**src/rtl/debounce_pkg.sv**
```systemverilog
// Shared types and helpers for the shared-timer button debouncer.
package debounce_pkg;

    typedef enum logic [1:0] {
        IDLE,
        WAIT,
        CHECK
    } dbs_state_t;

    function automatic int clog2_min1(input int n);
        return (n <= 2) ? 1 : $clog2(n);
    endfunction

endpackage

```
**src/rtl/debounce_scheduler_rr_arbiter.sv**
```systemverilog
// Round-robin pick of the first requester after the last grant.
module rr_arbiter
    import debounce_pkg::*;
#(
    parameter int N  = 4,
    parameter int IW = clog2_min1(N)
) (
    input  logic [N-1:0]  req,
    input  logic [IW-1:0] last,
    output logic          gnt_valid,
    output logic [IW-1:0] gnt_idx
);

    logic [IW-1:0] k;

    // Scan from last+1 so the previous winner is tried last.
    always_comb begin
        gnt_valid = 1'b0;
        gnt_idx   = '0;
        k         = '0;
        for (int i = 1; i <= N; i++) begin
            k = IW'((int'(last) + i) % N);
            if (!gnt_valid && req[k]) begin
                gnt_valid = 1'b1;
                gnt_idx   = k;
            end
        end
    end

endmodule

```
**src/rtl/debounce_scheduler.sv**
```systemverilog
// N-button debouncer sharing one stable-time timer via round-robin grants.
module debounce_scheduler
    import debounce_pkg::*;
#(
    parameter int N_BUTTONS       = 4,
    parameter int DEBOUNCE_CYCLES = 1000000,
    parameter bit ACTIVE_LOW      = 1'b1
) (
    input  logic                                  clk,
    input  logic                                  rst,
    input  logic [N_BUTTONS-1:0]                  button_in,
    output logic [N_BUTTONS-1:0]                  stable,
    output logic [N_BUTTONS-1:0]                  press_pulse,
    output logic [N_BUTTONS-1:0]                  release_pulse,
    output logic                                  busy,
    output logic [clog2_min1(N_BUTTONS)-1:0]      grant_idx
);

    localparam int IW = clog2_min1(N_BUTTONS);
    localparam int TW = clog2_min1(DEBOUNCE_CYCLES + 1);
    localparam logic [N_BUTTONS-1:0] IDLE_LVL = {N_BUTTONS{ACTIVE_LOW}};
    localparam logic PRESSED = ~ACTIVE_LOW;
    localparam logic [TW-1:0] T_LAST = TW'(DEBOUNCE_CYCLES - 1);

    dbs_state_t state, state_nxt;

    logic [N_BUTTONS-1:0] sync1_q;
    logic [N_BUTTONS-1:0] sync_q;
    logic [N_BUTTONS-1:0] stable_q;
    logic [N_BUTTONS-1:0] press_q;
    logic [N_BUTTONS-1:0] release_q;
    logic [N_BUTTONS-1:0] pending;
    logic [TW-1:0]        timer_q;
    logic [IW-1:0]        grant_q;
    logic [IW-1:0]        last_q;
    logic                 sample_q;
    logic                 arb_valid;
    logic [IW-1:0]        arb_idx;
    logic                 accept;

    assign pending = sync_q ^ stable_q;
    assign accept  = (state == CHECK)
                   && (sync_q[grant_q] == sample_q)
                   && (sample_q != stable_q[grant_q]);

    rr_arbiter #(
        .N  (N_BUTTONS),
        .IW (IW)
    ) u_arb (
        .req       (pending),
        .last      (last_q),
        .gnt_valid (arb_valid),
        .gnt_idx   (arb_idx)
    );

    always_ff @(posedge clk) begin
        if (rst) begin
            state <= IDLE;
        end else begin
            state <= state_nxt;
        end
    end

    always_comb begin
        state_nxt = state;
        unique case (state)
            IDLE:    if (arb_valid) state_nxt = WAIT;
            WAIT:    if (timer_q == T_LAST) state_nxt = CHECK;
            CHECK:   state_nxt = IDLE;
            default: state_nxt = IDLE;
        endcase
    end

    always_comb begin
        busy          = (state == WAIT) || (state == CHECK);
        stable        = stable_q;
        press_pulse   = press_q;
        release_pulse = release_q;
        grant_idx     = grant_q;
    end

    always_ff @(posedge clk) begin
        if (rst) begin
            sync1_q <= IDLE_LVL;
            sync_q  <= IDLE_LVL;
        end else begin
            sync1_q <= button_in;
            sync_q  <= sync1_q;
        end
    end

    always_ff @(posedge clk) begin
        if (rst) begin
            stable_q  <= IDLE_LVL;
            press_q   <= '0;
            release_q <= '0;
            timer_q   <= '0;
            grant_q   <= '0;
            last_q    <= IW'(N_BUTTONS - 1);
            sample_q  <= ACTIVE_LOW;
        end else begin
            press_q   <= '0;
            release_q <= '0;
            unique case (state)
                IDLE: begin
                    if (arb_valid) begin
                        grant_q  <= arb_idx;
                        sample_q <= sync_q[arb_idx];
                        timer_q  <= '0;
                    end
                end
                WAIT: timer_q <= timer_q + TW'(1);
                CHECK: begin
                    last_q <= grant_q;
                    if (accept) begin
                        stable_q[grant_q] <= sample_q;
                        if (sample_q == PRESSED) press_q[grant_q] <= 1'b1;
                        else release_q[grant_q] <= 1'b1;
                    end
                end
                default: ;
            endcase
        end
    end

endmodule

```
**config.mk**
```make
export PLATFORM = sky130hd
export DESIGN_NAME = debounce_scheduler
export DESIGN_NICKNAME = d
export VERILOG_FILES = /design/src/rtl/debounce_pkg.sv /design/src/rtl/debounce_scheduler_rr_arbiter.sv /design/src/rtl/debounce_scheduler.sv
export SDC_FILE = /design/constraint.sdc
export NUM_CORES = 1
export LEC_CHECK = 0
export ABC_AREA = 1
export BUFFER_PORTS_ARGS = -buffer_cell sky130_fd_sc_hd__buf_2
export CORE_MARGIN = 4
export CORE_UTILIZATION = 54
export CTS_CLUSTER_DIAMETER = 60
export CTS_CLUSTER_SIZE = 10
export DETAILED_ROUTE_END_ITERATION = 10
export GPL_ROUTABILITY_DRIVEN = 0
export GPL_TIMING_DRIVEN = 0
export PLACE_DENSITY = 0.76
export SYNTH_ARGS = -nofsm -noshare
export SYNTH_HDL_FRONTEND = slang
export SYNTH_SLANG_ARGS = --single-unit
```
**constraint.sdc**
```tcl
create_clock -name clk -period 1.6 [get_ports clk]
set_clock_uncertainty 0.05 [all_clocks]
set_input_delay 0.16 -clock clk [delete_from_list [all_inputs] [get_ports clk]]
set_output_delay 0.16 -clock clk [all_outputs]
set_load 0.02 [all_outputs]
```
==> summary.md <==
| Metric | Value |
|---|---|
| Arr. time, crit path | `2050 ps` |
| Register Area | `980 sq um` |
| Drt total wl | `7970 microns` |
| Global-route layer with the greatest usage | `met2` |
| Setup violators final | `30` |
| Clock power share | `15.7%` |
| CTS max path bufs | `2` |
| Synthesized area per cell | `6.98 sq um` |
| Critical path class | `reg2reg` |
| Syn nets | `388` |
| Wire per inst | `15.7 microns` |
| Post-Syn Area | `2640 sq um` |
| Slew at the pin closest to its max-slew limit | `710 ps` |
| Gr usage total | `24.9%` |
| Die area | `6070 sq um` |
| GRT Residual Overflow | `0` |
| Max FO, Critical Path | `5` |
| Hold endpoint | `sync1_q[3]$_SDFF_PP1_` |
| Clk Latency, worst-skew pair | `320 ps` |
| Static leakage | `1.52 nW` |
| Root buffer cell | `clkbuf_8` |
| Final Hold Fails | `0` |
| Synthesis-to-layout area growth | `36.5%` |
| Die X | `77.9 microns` |
| Largest net degree at the start of global routing | `17` |
| Final nets | `448` |
| RR Startpoint | `stable[1]$_SDFFE_PP1P_` |
| Buf/Inv on CP | `3` |
| N_diodes | `0` |
| Tmin final | `1870 ps` |
| Layout cells sized above 1 | `41.9%` |
| # rows | `25` |
| Reg2reg setup slack | `-270 ps` |
| Ports | `21` |
| Fin crit share | `117%` |
| Final worst setup slack | `-272 ps` |
| Pwr/cell area | `1500 nW/um^2` |
| Hold Startpoint | `rst` |
| Core area | `4720 sq um` |
| Multi-input gate area | `1750 sq um` |
| Crit. End Element | `register` |
| Total CTS buffers | `5` |
| Worst hold slack | `60.9 ps` |
| Crit start category | `register` |
| Worst Hold Depth | `2` |
| CP max-delay cell | `dfxtp_2` |
| DRT Pass-1 Iters | `5` |
| Unrepaired setup endpoints after global routing | `true` |
| DR vias | `2934` |
| Global routing usage on met2 | `45.4%` |
| Comb pwr share | `58.6%` |
| DRC viols | `0` |
| Reg-to-Reg End | `timer_q[13]$_SDFFE_PP0P_` |
| Met3 GRT Util | `4.18%` |
| Clk pin slew, worst setup/hold paths | `100 ps` |
| Detail Route Antenna Nets | `0` |
| Slew Limit Fails | `0` |
| Synth area leader | `dfxtp_1` |
| Worst Reg-to-Reg Cells | `11` |
| Initial antenna violation count | `0` |
| Crit path cell chain | `inv_1 -> nand2_2 -> nand3_2 -> nand3_1 -> nand2_2 -> nand4_4 -> a21oi_4 -> buf_6 -> buf_12 -> o21bai_1 -> nor3b_1` |
| Cells after Synth | `378` |
| Worst hold-check path type | `in2reg` |
| Crit path required time | `1780 ps` |
| Number of port buffers | `20` |
| Slew HR | `52.7%` |
| Drt initial violations | `313` |
| Synth unique cells | `35` |
| Sequential share of power | `25.7%` |
| Share of the synthesized area in the top cell type | `35.7%` |
| Net Sw Frac | `43.6%` |
| Yosys warns | `0` |
| CP dominant cell by count | `nand2_2` |
| Largest stage delay on the critical path | `430 ps` |
| Failing checks | `negative setup slack` |
| P_int | `3.06 mW` |
| Count of state elements after synthesis | `47` |
| Chip height | `77.9 microns` |
| Drt via density | `5.80` |
| Setup WS pre-CTS | `-327 ps` |
| Status | `finished with violations` |
| CTS tree | `done` |
| Detailed placer's ending HPWL | `4500 microns` |
| H-Tree Depth | `2` |
| FMAX | `534 MHz` |
| Vias in the first global route | `2723` |
| Sink Count | `47` |
| Fillers | `330` |
| Initial Util | `55.9%` |
| Max VDD drop | `0.789 mV` |
| Net Switching | `2.36 mW` |
| First-pass GRT wire length | `12200 microns` |
| M1 GR Usage | `27.7%` |
| Register area share after synthesis | `35.7%` |
| Synth area leaders | `dfxtp_1 36%, nand2_1 13%, nand3_1 7.2%` |
| Delay-heaviest family, CP | `simple AND/OR/NAND/NOR gates` |
| Max_cap viols | `0` |
worst max path at each step:
| stage | startpoint | endpoint | cells after the start |
|---|---|---|---|
| after global placement | sync_q[2]$_SDFF_PP1_ | timer_q[17]$_SDFFE_PP0P_ | 12 |
| after detailed placement | sync_q[2]$_SDFF_PP1_ | timer_q[5]$_SDFFE_PP0P_ | 12 |
| after CTS | last_q[0]$_SDFFE_PP1N_ | timer_q[18]$_SDFFE_PP0P_ | 13 |
| after global routing | timer_q[4]$_SDFFE_PP0P_ | timer_q[16]$_SDFFE_PP0P_ | 8 |
| final | stable[1]$_SDFFE_PP1P_ | timer_q[13]$_SDFFE_PP0P_ | 11 |
| after floorplan | last_q[0]$_SDFFE_PP1N_ | timer_q[15]$_SDFFE_PP0P_ | 13 |
final cells by class:
class / count / area share [%]
multi-input combinational: 279 / 48.6
sequential: 47 / 27.2
timing repair buffer: 55 / 11.9
inverter: 42 / 5.21
clock buffer: 6 / 2.61
tap: 67 / 2.33
buffer: 8 / 1.63
clock inverter: 2 / 0.452
cells by family after synthesis:
kind of cell / share of synthesized area, %
and+or+nand+nor: 37.7
buffers and inverters: 9.20
AOI/OAI and AO/OA: 11.9
DFF: 35.7
xor gates and xnor gates: 3.65
adders and majority gates: 1.90
cells in the final DEF (no fill, tap or decap), types with 9 or more instances in the layout:
master	instances
buf_4	23
nand4_1	12
a21oi_1	16
inv_1	29
nand2_1	64
nand2_2	27
nor2_1	35
dfxtp_1	34
xor2_1	9
buf_2	22
a21oi_2	13
nand3_1	24
nand3_2	14
dfxtp_4	9
synthesized netlist by cell type:
library cell	count
nand2_4	1
a21o_1	1
xor2_1	9
buf_12	1
nor4_1	1
o221ai_1	1
nand3_2	2
dfxtp_1	47
a22oi_1	1
nand2_1	88
nor3b_1	2
nand4_4	1
a21oi_1	20
nand3_1	38
nor2_1	38
a21oi_2	9
clkinv_1	1
clkbuf_1	3
a221oi_1	1
o22ai_1	1
or2_2	8
o21ai_0	11
ha_1	4
nand4_1	12
nand2_2	10
inv_4	2
buf_2	3
o21ai_1	1
a211oi_2	1
inv_1	39
o21bai_1	1
nor3_1	14
buf_6	3
a21oi_4	1
xnor2_1	2
registers in the layout (all words and copies together) (netlist names):
name           count
state              2
sample_q           1
stable             4
timer_q           20
sync1_q            4
press_pulse        4
release_pulse      4
grant_idx          2
last_q             2
sync_q             4
timing repair:
item / 4_1_cts / 5_1_grt
hold endpoints to repair: 4 / 0
gates cloned: 3 / 0
endpoints found under the setup margin: 34 / 37
hold buffers: 4 / 0
buffers inserted: 18 / 11
pin swaps: 13 / 14
resized for setup: 54 / 52
per-layer routing:
| metal | wire, microns | part of all wire [%] | vias to the layer above |
|---|---|---|---|
| met4 | 333 | 4.2 | 0 |
| met2 | 4010 | 50 | 183 |
| li1 | - | - | 1365 |
| met1 | 2950 | 37 | 1353 |
| met3 | 676 | 8.5 | 33 |
| met5 | 0 | 0 | - |
power groups by stage:
stage	logic (mW)	clock network [mW]	registers, mW
6_report	3.17	0.851	1.39
2_1_floorplan	1.55	0	1.37
3_3_place_gp	1.93	0	1.36
3_5_place_dp	1.94	0	1.37
4_1_cts	2.96	0.859	1.37
5_1_grt	3.39	0.907	1.40
stage by stage:
step                power, mW  util [%]  TNS [ps]  std cells  cell area [sq um]
global placement         3.29      61.0     -6670        465               2880
finish                   5.42      76.2     -4990        506               3600
floorplan                2.92         -     -1070        378               2700
global route             5.70      76.2     -8770        506               3600
detailed placement       3.31      61.0     -7390        465               2880
CTS                      5.19      71.5     -4080        497               3380
(Power assumes the default switching activity.)
